**src/rtl/mem_access_seq.sv**
```systemverilog
// Memory access sequencer: runs one load/store request (optionally through an
// indirect pointer read) against a handshaked memory, with per-access timeout.
module mem_access_seq #(
  parameter int WIDTH   = 16,
  parameter int TIMEOUT = 255
) (
  input  logic               clk,
  input  logic               rst,
  input  logic               req_valid,
  output logic               req_ready,
  input  logic [2:0]         req_op,
  input  logic [WIDTH-1:0]   req_addr,
  input  logic [WIDTH-1:0]   req_wdata,
  output logic               mem_read,
  output logic               mem_write,
  output logic [WIDTH-1:0]   mem_addr,
  output logic [WIDTH-1:0]   mem_wdata,
  output logic [WIDTH/8-1:0] mem_byte_en,
  input  logic [WIDTH-1:0]   mem_rdata,
  input  logic               mem_resp,
  output logic               rsp_valid,
  output logic [WIDTH-1:0]   rsp_data,
  output logic               rsp_err,
  output logic               busy
);

  localparam int NB = WIDTH / 8;
  localparam int LB = $clog2(NB);
  localparam int CW = $clog2(TIMEOUT + 2);

  localparam logic [2:0] OP_LDR = 3'b000;
  localparam logic [2:0] OP_LDB = 3'b001;
  localparam logic [2:0] OP_LDI = 3'b010;
  localparam logic [2:0] OP_STR = 3'b011;
  localparam logic [2:0] OP_STB = 3'b100;
  localparam logic [2:0] OP_STI = 3'b101;

  typedef enum logic [1:0] {IDLE, PTR, ACC, RESP} state_t;

  state_t           state_q, state_d;
  logic [2:0]       op_q, op_d;
  logic [WIDTH-1:0] addr_q, addr_d;
  logic [WIDTH-1:0] wdata_q, wdata_d;
  logic [WIDTH-1:0] data_q, data_d;
  logic             err_q, err_d;
  logic [CW-1:0]    cnt_q, cnt_d;

  logic             is_load, is_byte, expire;
  logic [LB-1:0]    lane_k;
  logic [WIDTH-1:0] addr_aligned, rdata_shifted;

  assign is_load       = (op_q == OP_LDR) || (op_q == OP_LDB) || (op_q == OP_LDI);
  assign is_byte       = (op_q == OP_LDB) || (op_q == OP_STB);
  assign lane_k        = addr_q[LB-1:0];
  assign addr_aligned  = {addr_q[WIDTH-1:LB], {LB{1'b0}}};
  assign rdata_shifted = mem_rdata >> {lane_k, 3'b000};
  // The counter holds cycles already waited, so hitting TIMEOUT-1 here means
  // this is the TIMEOUT-th strobe cycle without a response.
  assign expire        = (TIMEOUT > 0) && (cnt_q == CW'(TIMEOUT - 1));

  always_ff @(posedge clk or posedge rst) begin
    if (rst) begin
      state_q <= IDLE;
      op_q    <= '0;
      addr_q  <= '0;
      wdata_q <= '0;
      data_q  <= '0;
      err_q   <= 1'b0;
      cnt_q   <= '0;
    end else begin
      state_q <= state_d;
      op_q    <= op_d;
      addr_q  <= addr_d;
      wdata_q <= wdata_d;
      data_q  <= data_d;
      err_q   <= err_d;
      cnt_q   <= cnt_d;
    end
  end

  always_comb begin
    state_d = state_q;
    op_d    = op_q;
    addr_d  = addr_q;
    wdata_d = wdata_q;
    data_d  = data_q;
    err_d   = err_q;
    cnt_d   = cnt_q;
    case (state_q)
      IDLE: begin
        if (req_valid) begin
          op_d    = req_op;
          addr_d  = req_addr;
          wdata_d = req_wdata;
          data_d  = '0;
          err_d   = 1'b0;
          cnt_d   = '0;
          case (req_op)
            OP_LDI, OP_STI:                 state_d = PTR;
            OP_LDR, OP_LDB, OP_STR, OP_STB: state_d = ACC;
            default: begin
              state_d = RESP;
              err_d   = 1'b1;
            end
          endcase
        end
      end
      PTR: begin
        if (mem_resp) begin
          addr_d  = mem_rdata;
          cnt_d   = '0;
          state_d = ACC;
        end else if (expire) begin
          err_d   = 1'b1;
          state_d = RESP;
        end else begin
          cnt_d = cnt_q + 1'b1;
        end
      end
      ACC: begin
        if (mem_resp) begin
          state_d = RESP;
          if (!is_load)     data_d = '0;
          else if (is_byte) data_d = WIDTH'(rdata_shifted[7:0]);
          else              data_d = mem_rdata;
        end else if (expire) begin
          err_d   = 1'b1;
          data_d  = '0;
          state_d = RESP;
        end else begin
          cnt_d = cnt_q + 1'b1;
        end
      end
      RESP:    state_d = IDLE;
      default: state_d = IDLE;
    endcase
  end

  always_comb begin
    req_ready   = (state_q == IDLE);
    busy        = (state_q != IDLE);
    rsp_valid   = (state_q == RESP);
    rsp_data    = (state_q == RESP) ? data_q : '0;
    rsp_err     = (state_q == RESP) ? err_q : 1'b0;
    mem_read    = 1'b0;
    mem_write   = 1'b0;
    mem_addr    = '0;
    mem_wdata   = '0;
    mem_byte_en = '0;
    if (state_q == PTR) begin
      mem_read    = 1'b1;
      mem_addr    = addr_aligned;
      mem_byte_en = {NB{1'b1}};
    end else if (state_q == ACC) begin
      mem_read  = is_load;
      mem_write = !is_load;
      if (is_byte) begin
        mem_addr    = addr_q;
        mem_byte_en = NB'(1) << lane_k;
        if (!is_load) mem_wdata = {NB{wdata_q[7:0]}};
      end else begin
        mem_addr    = addr_aligned;
        mem_byte_en = {NB{1'b1}};
        if (!is_load) mem_wdata = wdata_q;
      end
    end
  end

endmodule
```
**config.mk**
```make
export PLATFORM = sky130hd
export DESIGN_NAME = mem_access_seq
export DESIGN_NICKNAME = d
export VERILOG_FILES = /design/src/rtl/mem_access_seq.sv
export SDC_FILE = /design/constraint.sdc
export NUM_CORES = 1
export LEC_CHECK = 0
export BUFFER_PORTS_ARGS = -buffer_cell sky130_fd_sc_hd__buf_4
export CAP_MARGIN = 15
export CORE_MARGIN = 4
export CORE_UTILIZATION = 30
export CTS_CLUSTER_SIZE = 40
export DETAILED_ROUTE_END_ITERATION = 8
export PLACE_DENSITY = 0.55
export SLEW_MARGIN = 20
export SYNTH_ARGS = -nofsm -noshare
export SYNTH_HDL_FRONTEND = slang
export SYNTH_SLANG_ARGS = --single-unit
```
**constraint.sdc**
```tcl
create_clock -name clk -period 2.39 [get_ports clk]
set_clock_uncertainty 0.05 [all_clocks]
set_input_delay 0.478 -clock clk [delete_from_list [all_inputs] [get_ports clk]]
set_output_delay 0.478 -clock clk [all_outputs]
set_load 0.01 [all_outputs]
```
# After elaboration in Yosys (flattened, before gate mapping)
# Cells that the tools add are included.
# op_classes
add_sub_neg,1
multipliers,0
n_div,0
n_lt_le_gt_ge,0
n_eq_ne,18
shift,2
muxes,42
bitwise,0
reduce_logical,21
# op_table
op,n
two-way mux 16 bit,15
case mux 16 bit (2 select lines),2
two-way mux 9 bit,4
case mux 9 bit (3 select lines),1
>> shifter 16 x 4 -> 8 bit,1
two-way mux 2 bit,7
two-way mux 1 bit,10
adder 9 x 1 -> 9 bit (second input constant),1
== test 3 x 2 -> 1 bit (second input constant),3
== test 3 bit (second input constant),3
== test 9 x 8 -> 1 bit (second input constant),1
AND reduction 3 bit,3
!= test 2 bit (second input constant),4
case mux 2 bit (4 select lines),1
nonzero test 2 bit,4
== test 3 x 1 -> 1 bit (second input constant),2
logical NOT 3 bit,2
OR reduction 6 bit,1
== test 2 bit (second input constant),2
case mux 2 bit (2 select lines),1
AND reduction 4 bit,1
OR reduction 2 bit,2
OR reduction 4 bit,1
logical OR 1 bit,3
other kinds (9),9
# totals
regBits,63
latch_bits,0
mem_bits_rw,0
romBits,0
input_bits,55
n_memories,0

# Longest topological paths before layout
# Gate-level depths: netlist (run 1).
# depth
word_depth,7
mapped_depth,8
ltp_nobuf,6

# Worst setup path after synthesis (run 1)
# No wires, ideal clock.
# synth_path
kind,register -> output
startpoint,reg state_q[1]
endpoint,out mem_wdata[0]
t_arrival_ns,1.609
slack_ns,0.253
path_stages_with_launch,9
n_path_buf,2
path_cell_list,dfrtp_1 > inv_1 > ha_1 > buf_2 > nand2b_1 > or2_1 > clkbuf_1 > inv_2 > and2_1
# synth_via
elab_chain_len,3
elab_cells_between_ends,4
classes_between,eq/ne (2); mux (2)
# synth_lines
element,line_no,text
from (decl),40,"state_t state_q, state_d;"
from (signal assigned),71,state_q <= state_d;
== test 2 bit,154,end else if (state_q == ACC) begin
two-way mux 16 bit,154,
two-way mux 16 bit *,150,if (state_q == PTR) begin
to (decl),17,"output logic [WIDTH-1:0] mem_wdata,"
# Every way passes the cells marked *; elsewhere a longest branch is shown, timed or not.

# Final worst setup path (run 1)
# layout_path
startpoint,reg state_q[0]
endpoint,out mem_wdata[8]
# The elaborated chain is that of the path after synthesis.

==> flow_metrics.py, run 1 <==
metrics = {
    "floorplanning": {
        "core_um2": 11000,
        "initial_core_util_pct": 31.1,
        "die_area_um2": 13200,
        "die_x_um": 115,
        "io_pins": 111,
        "num_rows": 38,
        "die_h_um": 115,
    },
    "logic_synthesis": {
        "yosysWarnings": 0,
        "syn-num-nets": 390,
        "ys_top_cells_by_area": "dfrtp_1, mux2i_1, mux2_2",
        "synth_edf_count": 0,
        "syn_area_um2": 3430,
        "synthArstFlopShare_pct": 100,
        "ys_ff_latch": 63,
        "synth_largest_area_cell": "dfrtp_1",
        "yosysUniqueCellTypes": 45,
        "seq_area_frac_synth_pct": 46.0,
        "syn_inst": 328,
        "synthFlopType": "dfrtp_1",
        "synth_top_area_share_pct": 46.0,
        "synth_area_per_cell_um2": 10.4,
    },
    "clock_tree": {
        "clock-sinks": 63,
        "root_buffer": "clkbuf_16",
        "cts_hold_buf": 0,
        "cts_made_buffers": 9,
        "clockBufferDepth": 2,
        "cts_max_level": 3,
        "clkLatencyLatePin_ns": 0.32,
        "tritoncts": "yes",
        "path_clk_slew_ns": 0.06,
    },
    "setup_path": {
        "criticalPathCategory": "reg2out",
        "crit_chain": "inv_2 > ha_2 > nand2b_1 > or2_4 > buf_6 > nor2_1 > buf_4",
        "critPathLaunchType": "flop",
        "cpPeakStageDelay_ns": 0.44,
        "cp_max_fo": 8,
        "required_ns": 1.86,
        "crit_arrival_ns": 1.80,
        "crit_slowest_cell": "dfrtp_2",
        "worstSetupEndpointType": "output port",
    },
    "global_route": {
        "grt_pass1_wl_um": 15800,
        "antenna_found_initial": 0,
        "grt_pass1_vias": 3010,
        "grt.total_usage_pct": 15.1,
        "grt_max_degree": 42,
        "overflow": 0,
    },
    "detailed_routing": {
        "vias": 2913,
        "first_pass_iters": 4,
        "avgViaCountPerCell": 4.95,
        "drt_wl_total_um": 10000,
        "drtAntennaViolNets": 0,
        "wl_per_cell_um": 17.1,
        "drtIter0Drc": 131,
        "drc": 0,
    },
    "sta": {
        "layout_min_cycle_time_ns": 2.33,
        "max_freq_mhz": 430,
        "maxSlewHeadroom_pct": 41.8,
        "final.period_utilization_pct": 97.3,
        "whs_ns": 0.151,
        "hold_viol": 0,
        "slew_viol_final": 0,
        "setup_viol": 0,
        "rsz0062_at_grt": "true",
        "layout_setup_ws_ns": 0.0641,
        "tightest_slew_ns": 0.871,
    },
    "power_and_ir_drop": {
        "leakage_nw": 2.27,
        "power_density_nw_per_um2": 1360,
        "power.total_mw": 6.56,
        "ir_worst_vdd_mv": 0.633,
    },
    "final_layout": {
        "layout_commonest_cell": "buf_4",
        "nets": 506,
        "final_cells": 588,
        "post-route-util_pct": 43.9,
        "diodes": 0,
        "syn_to_final_growth_pct": 41.3,
        "drive_gt1_share_pct": 39.1,
        "layout_common_cells": "buf_4, dfrtp_1, mux2i_1, nor2_1, a21oi_1",
    },
    "place": {
        "port_buffers": 110,
        "placed_cells": 571,
        "place.gp.congestion": 0.830,
        "place_ws_ns": 0.0811,
        "dp_hpwl_um": 7500,
    },
    "flow_run": {
        "cap_violations": 0,
    },
    "min_path": {
        "hold_class": "in2async",
    },
    "run_status": {
        "status": "finished, final reports clean",
    },
}
[metal layers]
metal | vias up | part of all wire (%) | track usage, %
met3 | 9 | 8.5 | 5.00
li1 | 1393 | - | -
met5 | - | 0 | 0
met2 | 108 | 46 | 24.2
met4 | 0 | 0.80 | 3.21
met1 | 1403 | 45 | 20.1
[stage by stage]
stage | area, um^2 | TNS [ns]
4_1_cts | 4800 | 0
2_1_floorplan | 3430 | 0
5_1_grt | 4840 | -0.0114
6_report | 4840 | 0
3_5_place_dp | 4440 | 0
3_3_place_gp | 4440 | 0
[worst paths after layout]
| kind | from | endpoint | slack (ns) | cells past startpoint |
|---|---|---|---|---|
| worst max-delay path | state_q[0]$_DFFE_PP0P_ | mem_wdata[8] | 0.06 | 7 |
| worst min-delay path | rst | wdata_q[15]$_DFFE_PP0P_ | 0.15 | 2 |
| worst max register to register | state_q[0]$_DFFE_PP0P_ | cnt_q[4]$_DFFE_PP0P_ | 0.22 | 6 |
| worst min register to register | data_q[3]$_DFFE_PP0P_ | data_q[3]$_DFFE_PP0P_ | 0.43 | 1 |
| max in group asynchronous | rst | op_q[2]$_DFFE_PP0P_ | 1.52 | 3 |
| min in group clk | req_wdata[5] | wdata_q[5]$_DFFE_PP0P_ | 0.33 | 2 |
[area by class of cell]
type	instances	area, um^2
clock buffers	12	267
clock inverters	3	65.1
fillers	1086	6190
inverters	10	40.0
multi-input cells	237	1770
flip-flops and latches	63	1580
well taps	140	175
repair buffers	123	947
[where the power goes]
part,switching [mW],leakage [nW],total [mW],internal (mW)
Clock,0.452,0.165,1.44,0.990
Sequential,0.258,0.776,1.76,1.50
Combinational,1.75,1.33,3.36,1.61
[Yosys cell counts, drive strengths merged (4+ instances only)]
library cell  count
a21oi            26
a22o              8
and2             25
buf              14
clkbuf            4
dfrtp            63
ha                7
inv              10
mux2             18
mux2i            34
nand2             8
nand2b            6
nor2             32
nor2b            17
o21ai             5
o2bb2ai           9
o31ai             6
or4               4
[state kept, by name (all words and copies together) (netlist names)]
| register | flops |
|---|---|
| op_q | 3 |
| err_q | 1 |
| data_q | 16 |
| cnt_q | 9 |
| addr_q | 16 |
| wdata_q | 16 |
| state_q | 2 |
[timing repair]
item | in CTS | in global routing
setup buffers | 1 | 1
cloned | 0 | 0
gates resized for setup | 6 | 10
endpoints found under the hold margin | 0 | 0
endpoints found under the setup margin | 19 | 23
[cell families (layout without fill, tap and decap cells)]
family / Yosys count / after routing / synth area share (%)
adder cells (fa/ha/maj): 7 / 7 / 2.56
flip-flops: 63 / 63 / 46.0
AO/OA/AOI/OAI: 68 / 68 / 14.0
XOR/XNOR: 1 / 1 / 0.256
AND/OR/NAND/NOR: 109 / 109 / 17.7
multiplexers: 52 / 52 / 15.8
buffers and inverters: 28 / 148 / 3.61
[critical path: cells and delay by family, from the launching register on]
family        cells  cell delay [ns]
buf+inv           3             0.38
fa+ha+maj         1             0.19
simple gates      3             0.44
flops             1             0.44
No activity file was read; power rests on OpenSTA's default activity.
==> run 2, diff against run 1 <==
Settings changed: CTS_BUF_LIST set to sky130_fd_sc_hd__clkbuf_16, GPL_ROUTABILITY_DRIVEN set to 0.
==> run 2 against run 1 <==
Net effect:
- total power fell by 0.68%
- largest cell class unchanged
- first-iteration DRC count fell by 18%
- non-clock buffer count rose by 1
- highest routed layer unchanged
- sequential power barely moved
- cell count rose by 0.17%
- maximum frequency fell by 0.66%
- clock power fell by 7%
- die area did not move
- routed wire length rose by 0.78%
- critical path depth did not move
==> flow_metrics.py, run 2 (same netlist as run 1, synthesis figures left out) <==
metrics = {
    "floorplanning": {
        "initial_core_util_pct": 31.1,
        "core_um2": 11000,
        "die_x_um": 115,
        "die_area_um2": 13200,
        "io_pins": 111,
        "num_rows": 38,
        "die_h_um": 115,
    },
    "setup_path": {
        "worstRegToRegCells": 6,
        "rr_endpoint": "cnt_q[4]$_DFFE_PP0P_",
        "cp_num_cells": 7,
        "cp.buffers_inverters": 3,
        "critPathLaunchType": "flop",
        "crit_start": "state_q[0]$_DFFE_PP0P_",
        "cp_top_family": "simple AND/OR/NAND/NOR gates",
        "crit_chain": "inv_2 > ha_2 > nand2b_1 > or2_4 > buf_6 > nor2_1 > buf_4",
        "crit_path_end": "mem_wdata[8]",
        "r2r_start": "state_q[0]$_DFFE_PP0P_",
        "criticalPathCategory": "reg2out",
        "crit_slowest_cell": "dfrtp_2",
        "cpPeakStageDelay_ns": 0.44,
        "worstSetupEndpointType": "output port",
        "reg2reg_setup_slack_ns": 0.21,
        "cp_max_fo": 8,
        "required_ns": 1.86,
        "crit_arrival_ns": 1.81,
    },
    "final_layout": {
        "nets": 507,
        "layout_commonest_cell": "buf_4",
        "diodes": 0,
        "drive_gt1_share_pct": 38.5,
        "final_area_um2": 4830,
        "reg_top3": "addr_q x16, data_q x16, wdata_q x16",
        "syn_to_final_growth_pct": 40.8,
        "fillers": 1095,
        "post-route-util_pct": 43.8,
        "layout_common_cells": "buf_4, dfrtp_1, mux2i_1, nor2_1, a21oi_1",
    },
    "detailed_routing": {
        "drtAntennaViolNets": 0,
        "drtIter0Drc": 107,
        "vias": 2902,
        "first_pass_iters": 6,
        "drt_wl_total_um": 10100,
        "avgViaCountPerCell": 4.93,
        "drc": 0,
        "wl_per_cell_um": 17.2,
    },
    "clock_tree": {
        "cts_made_buffers": 9,
        "clkLatencyLatePin_ns": 0.33,
        "clock-sinks": 63,
        "clockBufferDepth": 2,
        "tritoncts": "yes",
        "cts_hold_buf": 0,
        "path_clk_slew_ns": 0.06,
        "root_buffer": "clkbuf_16",
        "cts_max_level": 3,
    },
    "sta": {
        "slew_viol_final": 0,
        "layout_min_cycle_time_ns": 2.34,
        "tightest_slew_ns": 0.873,
        "tns_ns": 0,
        "hold_viol": 0,
        "rsz0062_at_grt": "true",
        "max_freq_mhz": 427,
        "final.period_utilization_pct": 98.0,
        "setup_viol": 0,
        "whs_ns": 0.148,
        "maxSlewHeadroom_pct": 41.6,
    },
    "place": {
        "port_buffers": 110,
        "placed_area_um2": 4440,
        "dp_hpwl_um": 7500,
    },
    "global_route": {
        "grt_pass1_wl_um": 15700,
        "antenna_found_initial": 0,
        "overflow": 0,
        "grt.total_usage_pct": 15.2,
        "grt_max_degree": 42,
        "grt_pass1_vias": 3014,
    },
    "min_path": {
        "hold_class": "in2async",
    },
    "power_and_ir_drop": {
        "ir_worst_vdd_mv": 0.625,
        "power_density_nw_per_um2": 1350,
        "power.total_mw": 6.52,
        "leakage_nw": 2.26,
    },
    "run_status": {
        "status": "finished, final reports clean",
    },
    "flow_run": {
        "cap_violations": 0,
    },
}
-- run 2: changes by cell type in the layout (fill, tap and decap cells not counted), sizes merged --
cell,before,now
clkinv,1,4
clkbuf,12,10
-- run 2: area by class of cell --
type                            count  area [um^2]  area share (%)
Clock buffer                        9          225            4.67
Clock inverter                      6         76.3            1.58
Timing Repair Buffer              124          955            19.8
Sequential cell                    63         1580            32.7
Inverter                           10         40.0           0.830
Tap cell                          140          175            3.63
Multi-Input combinational cell    237         1780            36.8
-- run 2: report_power, final --
group | internal (mW) | switching, mW | total (mW)
registers | 1.50 | 0.263 | 1.76
logic | 1.64 | 1.77 | 3.41
clock network | 0.893 | 0.450 | 1.34
total | 4.04 | 2.48 | 6.52
-- run 2: per-stage QoR --
stage,std cells,setup WS [ns]
finish,589,0.0486
global route,589,-0.00703
CTS,587,0.0108
detailed placement,571,0.0811
global placement,571,0.197
floorplan,328,0.253
-- run 2: worst min-delay path by stage --
stage / from / end / depth (start not counted)
2_1_floorplan: data_q[0]$_DFFE_PP0P_ / data_q[0]$_DFFE_PP0P_ / 1
3_3_place_gp: data_q[2]$_DFFE_PP0P_ / data_q[2]$_DFFE_PP0P_ / 1
3_5_place_dp: data_q[2]$_DFFE_PP0P_ / data_q[2]$_DFFE_PP0P_ / 1
4_1_cts: rst / wdata_q[13]$_DFFE_PP0P_ / 2
5_1_grt: rst / cnt_q[3]$_DFFE_PP0P_ / 2
6_report: rst / cnt_q[3]$_DFFE_PP0P_ / 2
-- run 2: layer usage --
metal | vias to the layer above | track usage, % | part of all wire [%]
met5 | - | 0 | 0
met4 | 0 | 3.21 | 0.81
met3 | 10 | 5.32 | 8.6
met2 | 102 | 24.2 | 46
met1 | 1397 | 20.0 | 44
li1 | 1393 | - | -
-- run 2: repair_timing --
action,CTS,global route
setup buffers,1,1
setup endpoints to repair,19,24
cloned,0,1
gates resized for setup,6,12
